## config.mk

```make
export PLATFORM = sky130hd
export DESIGN_NAME = led_pattern_sequencer
export DESIGN_NICKNAME = d
export VERILOG_FILES = /design/src/rtl/led_pattern_sequencer.sv
export SDC_FILE = /design/constraint.sdc
export NUM_CORES = 1
export LEC_CHECK = 0
export ABC_AREA = 0
export CAP_MARGIN = 20
export CORE_MARGIN = 5
export CORE_UTILIZATION = 35
export CTS_BUF_LIST = sky130_fd_sc_hd__clkbuf_4 sky130_fd_sc_hd__clkbuf_8
export DETAILED_ROUTE_END_ITERATION = 16
export PLACE_DENSITY = 0.64
export RECOVER_POWER = 50
export SETUP_SLACK_MARGIN = 0.02
export SLEW_MARGIN = 10
export SYNTH_ARGS = -nofsm -noshare
export SYNTH_HDL_FRONTEND = slang
export SYNTH_SLANG_ARGS = --single-unit
```

## constraint.sdc

```tcl
create_clock -name iCLK -period 2.6 [get_ports iCLK]
set_clock_uncertainty 0.15 [all_clocks]
set_input_delay 0.78 -clock iCLK [delete_from_list [all_inputs] [get_ports iCLK]]
set_output_delay 0.78 -clock iCLK [all_outputs]
set_load 0.1 [all_outputs]
```

## src/rtl/led_pattern_sequencer.sv

```systemverilog
// Drives the LED bar with one of five step patterns, paced by an internal prescaler.
// Mode changes arrive by a valid/ack handshake and take effect on the next step tick.
module led_pattern_sequencer #(
   parameter int WIDTH    = 8,
   parameter int DIV_BITS = 19
) (
   input  logic             iCLK,
   input  logic             iRST_N,
   input  logic [2:0]       iMODE,
   input  logic             iMODE_VLD,
   input  logic [1:0]       iSPEED,
   input  logic             iPAUSE,
   output logic [WIDTH-1:0] oLED,
   output logic             oSTEP,
   output logic [2:0]       oMODE,
   output logic             oMODE_ACK,
   output logic             oMODE_ERR
);

   typedef enum logic [2:0] {
      BOUNCE = 3'd0,
      ROT_L  = 3'd1,
      ROT_R  = 3'd2,
      BLINK  = 3'd3,
      FILL   = 3'd4
   } patternMode_t;

   localparam logic [WIDTH-1:0] LED_LSB = {{(WIDTH-1){1'b0}}, 1'b1};
   localparam logic [WIDTH-1:0] LED_MSB = {1'b1, {(WIDTH-1){1'b0}}};

   patternMode_t          r_mode;
   patternMode_t          r_pend;
   logic                  r_pendVld;
   logic [WIDTH-1:0]      r_led;
   logic                  r_dirLeft;
   logic [DIV_BITS-1:0]   r_count;
   logic                  r_step;
   logic                  r_ack;
   logic                  r_err;

   logic [DIV_BITS-1:0]   w_terminal;
   logic                  w_tick;
   logic                  w_reqValid;
   patternMode_t          w_nextMode;
   logic [WIDTH-1:0]      w_nextLed;
   logic                  w_nextDirLeft;

   // Terminal count is compared with >= so a speed-up mid-count ticks immediately.
   assign w_terminal = {DIV_BITS{1'b1}} >> iSPEED;
   assign w_tick     = !iPAUSE && (r_count >= w_terminal);
   assign w_reqValid = (iMODE <= 3'd4);

   always_comb begin
      w_nextMode    = r_mode;
      w_nextLed     = r_led;
      w_nextDirLeft = r_dirLeft;
      if (w_tick) begin
         if (r_pendVld) begin
            w_nextMode    = r_pend;
            w_nextDirLeft = 1'b1;
            case (r_pend)
               ROT_R:   w_nextLed = LED_MSB;
               BLINK:   w_nextLed = {WIDTH{1'b1}};
               default: w_nextLed = LED_LSB;
            endcase
         end else begin
            case (r_mode)
               BOUNCE: begin
                  // Reverse at an end so each end lamp is shown for exactly one step.
                  if (r_dirLeft) begin
                     if (r_led[WIDTH-1]) begin
                        w_nextLed     = r_led >> 1;
                        w_nextDirLeft = 1'b0;
                     end else begin
                        w_nextLed = r_led << 1;
                     end
                  end else begin
                     if (r_led[0]) begin
                        w_nextLed     = r_led << 1;
                        w_nextDirLeft = 1'b1;
                     end else begin
                        w_nextLed = r_led >> 1;
                     end
                  end
               end
               ROT_L:   w_nextLed = {r_led[WIDTH-2:0], r_led[WIDTH-1]};
               ROT_R:   w_nextLed = {r_led[0], r_led[WIDTH-1:1]};
               BLINK:   w_nextLed = ~r_led;
               FILL:    w_nextLed = (&r_led) ? '0 : {r_led[WIDTH-2:0], 1'b1};
               default: w_nextLed = LED_LSB;
            endcase
         end
      end
   end

   always_ff @(posedge iCLK) begin
      if (!iRST_N) begin
         r_mode    <= BOUNCE;
         r_pend    <= BOUNCE;
         r_pendVld <= 1'b0;
         r_led     <= LED_LSB;
         r_dirLeft <= 1'b1;
         r_count   <= '0;
         r_step    <= 1'b0;
         r_ack     <= 1'b0;
         r_err     <= 1'b0;
      end else begin
         r_mode    <= w_nextMode;
         r_led     <= w_nextLed;
         r_dirLeft <= w_nextDirLeft;
         r_step    <= w_tick;
         r_ack     <= w_tick & r_pendVld;
         r_err     <= iMODE_VLD & ~w_reqValid;
         if (!iPAUSE) begin
            r_count <= w_tick ? '0 : r_count + 1'b1;
         end
         // A request in the tick cycle itself survives for the following tick.
         if (iMODE_VLD && w_reqValid) begin
            r_pend    <= patternMode_t'(iMODE);
            r_pendVld <= 1'b1;
         end else if (w_tick) begin
            r_pendVld <= 1'b0;
         end
      end
   end

   assign oLED      = r_led;
   assign oSTEP     = r_step;
   assign oMODE     = r_mode;
   assign oMODE_ACK = r_ack;
   assign oMODE_ERR = r_err;

endmodule

```

==> out/qor.txt <==
Syn Nets: 272
CP top delay family: simple AND/OR/NAND/NOR gates
# rows: 28
# diodes: 0
CP endpoint kind: flop
Ys async rst share: 0%
Core Region: 5820 um2
Reg2reg end: r_count[1]$_SDFFE_PN0N_
Average wire per standard cell: 13.3 um
Syn avg cell area: 7.98 um2
DR vias/cell: 5.27
Clock transition at path regs: 0.07 ns
Cell Chain, Critical Path: clkdlybuf4s15_2 > or2_4 > ha_4 > nand4_1 > nor4_4 > o2bb2ai_4 > buf_12 > buf_16 > nand4_1 > o31ai_1
H-tree levels: 2
Most common cell after layout, fill and taps aside: dfxtp_1
Drt total wl: 4.88 mm
Synth cell types: 49
Dpl cell area: 2450 um2
Maximum vdd drop: 277 uV
RePlAce Congestion: 0.801
Leak Pwr: 0.000926 uW
Vias in the first global route: 1873
DIE WIDTH: 86.9 um
Share of cells above drive strength 1: 15.4%
Prevailing post-synth register cell: dfxtp_1
Warnings from Yosys: 0
Synthesized area: 2070 um2
Slowest cell on the critical path: ha_4
First-pass GRT wire length: 8.63 mm
Initial antenna violation count: 0
Crit Path Class: in -> reg
CP most frequent cell: nand4_1
CTS root buf: clkbuf_8
Crit path DAT: 2.51 ns
Post-synth top area cell: dfxtp_1
Worst-Skew Late Latency: 0.29 ns
Post-DP HPWL: 3.59 mm
Antenna violation net count after detailed routing: 0
Commonest non-fill, non-tap cells in the layout: dfxtp_1 (38), nor2_1 (35), nand2_1 (31)
Post-route cell area: 2550 um2
Setup crit end: oMODE[1]$_SDFFE_PN0P_
RR Startpoint: r_count[17]$_SDFFE_PN0N_
Status: completed
Residual DRC count: 0
Worst-Margin Slew: 0.551 ns
GRT Total Usage: 14.1%
Total power: 1060 uW
Clock Sink Count: 38
Crit-path max FO: 8
RSZ-0062 raised after global routing: false
Starting Density: 35.5%
IO buf count: 22
Largest net degree at the start of global routing: 19
Worst-case clock buffer depth: 2
Grt total ovfl: 0
Area delta synth->final: 23.5%
Placed Instances: 357
Net count, final: 305
R2R setup slack: 0.55 ns
Io pins: 23
Req. time, crit path: 2.66 ns
Post-synth EDFFs: 0
Worst Setup Start Kind: input port
Synthesized flop and latch total: 38
Die height: 86.9 um
Max-cap viol count: 0
Via Count: 1935
CTS tree: yes
HP Class: reg -> reg
Slew HR: 63.4%
CP Depth: 10
Fmax: 0.409 GHz
Cells after Synth: 259
Num CTS Buffers: 5
Synth top area cells: dfxtp_1 (37%), nor2_1 (6.4%), nand2_1 (5.6%)
Cells on worst reg2reg path: 7
DRT Pass-1 Iters: 4
Final Non-Filler Cells: 367
CP bufs+invs: 3
Fin. max-slew vios: 0
Area fraction of the dominant cell type after synthesis: 36.8%
CP max stage delay: 0.27 ns
Power density over the cells: 413 nW/um2
# hold bufs at CTS: 0
Final setup viols: 0
Crit share post-route: 94.1%
Critical path launch point: iSPEED[1]
Die area: 7540 um2
Final min period: 2.45 ns
Final-report hold violation count: 0
Hold WS: 0.332 ns
Register area share after synthesis: 36.8%
Detailed Route Iter0 Violations: 58
-- cells by family after synthesis --
group	count (synthesis)	share of synthesized area [%]
buf+inv	19	4.54
xor+xnor	17	7.20
fa+ha+maj	4	2.42
compound gates	63	20.7
flops	38	36.8
simple gates	118	28.3
-- through the flow --
stage	util, %	setup WS, ns	TNS [ns]
after global routing	43.9	0.0253	0
after floorplan	-	0.120	0
after CTS	45.1	0.0216	0
final	43.9	0.154	0
after global placement	42.1	-0.414	-12.43
after detailed placement	42.1	-0.477	-13.69
-- worst reg2reg max path, delay by kind of cell (launching register included) --
| family | cells | cell delay (ns) |
|---|---|---|
| AND/OR/NAND/NOR | 1 | 0.36 |
| flip-flops | 1 | 0.34 |
| buffers and inverters | 1 | 0.15 |
| AO/OA/AOI/OAI | 4 | 0.68 |
| adder cells (fa/ha/maj) | 1 | 0.31 |
-- sequential cells by signal (all words and copies together), names as in the netlist --
signal,cells
oMODE_ACK,1
oLED,8
r_count,19
r_pend,3
r_dirLeft,1
oMODE_ERR,1
r_pendVld,1
oSTEP,1
oMODE,3
-- power by group --
part	switching [uW]	internal, uW	leakage, uW
logic	38.7	33.5	0.000575
registers	9.73	589	0.000307
clock network	204	180	0.0000438
-- area by class of cell --
type / instances / area [um2]
Clock inverter: 2 / 10.0
Fill cell: 587 / 3260
Sequential cell: 38 / 761
Timing Repair Buffer: 38 / 340
Clock buffer: 5 / 68.8
Inverter: 7 / 26.3
Tap cell: 75 / 93.8
Multi-Input combinational cell: 202 / 1250
-- how the worst min path moves through the flow --
stage / cells past startpoint / end / slack (ns) / start
floorplan: 2 / r_count[1]$_SDFFE_PN0N_ / 0.30 / r_count[1]$_SDFFE_PN0N_
global placement: 2 / r_count[1]$_SDFFE_PN0N_ / 0.31 / r_count[1]$_SDFFE_PN0N_
detailed placement: 2 / r_count[1]$_SDFFE_PN0N_ / 0.33 / r_count[1]$_SDFFE_PN0N_
CTS: 2 / r_count[1]$_SDFFE_PN0N_ / 0.34 / r_count[1]$_SDFFE_PN0N_
global route: 2 / r_count[1]$_SDFFE_PN0N_ / 0.37 / r_count[1]$_SDFFE_PN0N_
finish: 2 / r_count[1]$_SDFFE_PN0N_ / 0.33 / r_count[1]$_SDFFE_PN0N_
-- synthesized netlist by cell type, types with 2 or more instances --
master	instances
dfxtp_1	38
nor2_1	35
nand2_1	31
o21ai_0	16
xnor2_1	13
a21oi_1	12
nand4_1	11
nand3_1	8
and2_1	6
clkbuf_1	6
inv_1	6
nor3_1	6
o31ai_1	5
a221oi_1	4
ha_1	4
o22ai_1	4
xor2_1	4
a31oi_1	3
and3_1	3
and4_1	3
buf_2	3
nor2b_1	3
o21a_1	3
and3b_1	2
buf_6	2
nand3b_1	2
o211ai_1	2
o311ai_0	2
or2_2	2
-- layer usage --
metal	part of all wire [%]	global-route usage (%)	wire, um
met5	0	0	0
met4	0.78	4.11	38
met3	3.9	4.07	190
met2	48	23.1	2360
met1	47	18.1	2300
-- timing repair --
item                                    4_1_cts  5_1_grt
setup buffers                                 2        0
cloned                                        1        0
gates resized for setup                      12        1
endpoints found under the setup margin       31       31
pin swaps                                     8        1
Note: power is estimated with default switching activity, not from simulation.
==> edit (same flow settings) <==
Make the reset (`iRST_N`) asynchronous in one clocked block.
--- a/src/rtl/led_pattern_sequencer.sv
+++ b/src/rtl/led_pattern_sequencer.sv
@@ -93,7 +93,7 @@
       end
    end
 
-   always_ff @(posedge iCLK) begin
+   always_ff @(posedge iCLK or negedge iRST_N) begin
       if (!iRST_N) begin
          r_mode    <= BOUNCE;
          r_pend    <= BOUNCE;
Behaviour: differs if iRST_N is asserted again (counterexample within 4 cycles, from zero or initial values and one cycle with iRST_N low); with iRST_N held inactive, the same outputs for 10 cycles.
==> edit against the unedited design <==
Setup slack got worse by 100 ps. Critical path depth down 2. Register-to-register slack hardly changed. Wire length is 5.1% lower. Synthesized area is 3.7% higher. Final area rose by 2.6%. Sequential cell count unchanged. Critical endpoint is now oMODE[1]$_DFFE_PN0P_.
Power is not compared: it rests on default switching activity, and its combinational part moved more than twofold at a synthesized area within 25%.
==> edit: results (changes against the unedited design) <==
Critical path
  • Family with the most delay on the worst path: simple AND/OR/NAND/NOR gates
  • Worst path max stage delay: 320 ps (+50 ps)
  • Largest fanout on the critical path: 4 (-4)
  • Cell type of the slowest stage on the worst timing path: sky130_fd_sc_hd__mux2_4
  • Arrival time at the worst endpoint: 2580 ps (+70 ps)
  • Launch point of the worst reg-to-reg path: r_count[17]$_DFFE_PN0N_

Clocking
  • H-tree Lvls: 2 (unchanged)
  • Max Buffers Root-to-Sink: 2 (unchanged)
  • Post-CTS setup buffers: 0 (-2)
  • CTS clk-pin slew, worst paths: around 80 ps
  • Worst-Skew Late Latency: roughly 300 ps

Layout
  • Largest Register: r_count
  • Flip-flop count of the largest register, all copies and words added: 19 (unchanged)
  • Antenna diode count: 0 (unchanged)
  • Post-layout net count: 275 (-9.8%)
  • Share of final-layout standard cells stronger than drive strength 1: 0.190 (+0.0360)

Synth
  • Synth Net Count: 245 (-9.9%)
  • Async set-or-reset flop fraction in the synthesized netlist: 1.00 (+1.00)
  • Yosys synthesis warning count: 0 (unchanged)
  • Top cells by area in the synthesized netlist: sky130_fd_sc_hd__dfrtp_1 42%, sky130_fd_sc_hd__nor2_1 6.7%, sky130_fd_sc_hd__xnor2_1 3.7%
  • Ys flop type: sky130_fd_sc_hd__dfrtp_1
  • Part of the Yosys area used for sequential elements: 0.445 (+0.0768)
  • Top post-synthesis cells by count: 38 x sky130_fd_sc_hd__nor2_1, 36 x sky130_fd_sc_hd__dfrtp_1, 15 x sky130_fd_sc_hd__a21oi_1, 15 x sky130_fd_sc_hd__nand2_1, 10 x sky130_fd_sc_hd__inv_1

Global route
  • Via count of the first global-routing pass: 1784 (-4.8%)
  • Antenna violations before repair: 0 (unchanged)
  • Maximum number of pins on one net before global-route repair: 39 (+20)
  • Global-route wire length before repair: 8170 um (-5.4%)
  • Overall track demand over capacity in global routing: 0.134 (-0.00754)

Place
  • Input/output buffers: 22 (unchanged)
  • Placed Area: 2520 sq um (+2.8%)
  • Setup WS pre-CTS: -460 ps (+17.0 ps)
  • Routability congestion estimate from global placement: 0.767 (-4.2%)
  • HPWL after detailed placement: 3180 um (-12%)

Timing
  • Setup TNS after final layout: 0 ps (unchanged)
  • Number of setup violations in the final report: 0 (unchanged)
  • Max-slew headroom: 0.369 (-0.266)

Pwr
  • Leak: 1.19 nW
  • Maximum vdd drop: around 230 uV
  • Switching portion of total power: 0.260

Drt
  • Total wire length after detailed routing: 4630 um (-5.1%)
  • Detail-routed via count per cell: 5.19 (-1.5%)
  • First DRT Iteration DRCs: 91 (+57%)

Worst hold path
  • Source of the worst hold timing path: r_pend[2]$_DFFE_PN0P_

Status
  • Result of the run: finished clean
edit: cell count changes after synthesis, sizes merged, moves of 6 or more:
cell   unedited run  this run
a31oi             3         9
nand4            11         3
dfrtp             0        36
o21ai            17         9
dfxtp            38         0
nand2            31        16
edit: layout make-up:
type                       instances  area [sq um]
clock buffer                       6          76.3
clock inverter                     2          37.5
fill                             569          3300
inverter                          10          37.5
multi-input combinational        174          1120
sequential                        38           953
tap                               75          93.8
timing repair buffer              33           303
edit: cell families after synthesis:
family | after synthesis | share of synthesized area
AND/OR/NAND/NOR | 99 | 0.246
AO/OA/AOI/OAI | 50 | 0.147
flip-flops | 38 | 0.445
buffers and inverters | 20 | 0.0444
XOR/XNOR | 17 | 0.0695
multiplexers | 4 | 0.0257
adder cells (fa/ha/maj) | 4 | 0.0234
edit: worst reg2reg max path, cell delays in order, from the launching register on:
cell and delay, ps:
sky130_fd_sc_hd__dfrtp_1 410, sky130_fd_sc_hd__ha_1 350, sky130_fd_sc_hd__nand4b_4 120, sky130_fd_sc_hd__nor4b_4 250
sky130_fd_sc_hd__o2bb2ai_2 190, sky130_fd_sc_hd__nand2_2 150, sky130_fd_sc_hd__mux2_4 320
edit: final timing paths:
kind,endpoint,slack [ps],cells past startpoint
min reg2reg,r_pend[2]$_DFFE_PN0P_,390,2
min in group asynchronous,oLED[7]$_DFFE_PN0P_,560,2
max reg2reg,oMODE[1]$_DFFE_PN0P_,550,6
min,r_pend[2]$_DFFE_PN0P_,390,2
max,oMODE[1]$_DFFE_PN0P_,50,8
max in group asynchronous,r_count[15]$_DFFE_PN0N_,1160,2
edit: metal layers:
metal / GRT usage / vias to the layer above / share of wire
met5: 0 / - / 0
met4: 0.0604 / 0 / 0.0086
met3: 0.0372 / 4 / 0.060
met2: 0.209 / 48 / 0.46
met1: 0.173 / 836 / 0.47
li1: - / 867 / -
edit: what timing repair did:
| item | in CTS | in global routing |
|---|---|---|
| hold buffers | 0 | 0 |
| pin swaps | 3 | 0 |
| setup endpoints to repair | 31 | 2 |
| gates resized for setup | 3 | 0 |
edit: stage by stage:
stage	total power, mW	instances	utilization
floorplan	0.798	232	-
global placement	0.856	330	0.426
detailed placement	0.859	330	0.426
CTS	1.39	338	0.446
global route	1.44	338	0.443
finish	1.36	338	0.443
edit: power groups by stage:
stage / sequential [mW] / combinational, mW / clock (mW)
after floorplan: 0.692 / 0.105 / 0
after global placement: 0.696 / 0.160 / 0
after detailed placement: 0.696 / 0.163 / 0
after CTS: 0.685 / 0.167 / 0.534
after global routing: 0.691 / 0.185 / 0.565
final: 0.685 / 0.161 / 0.516
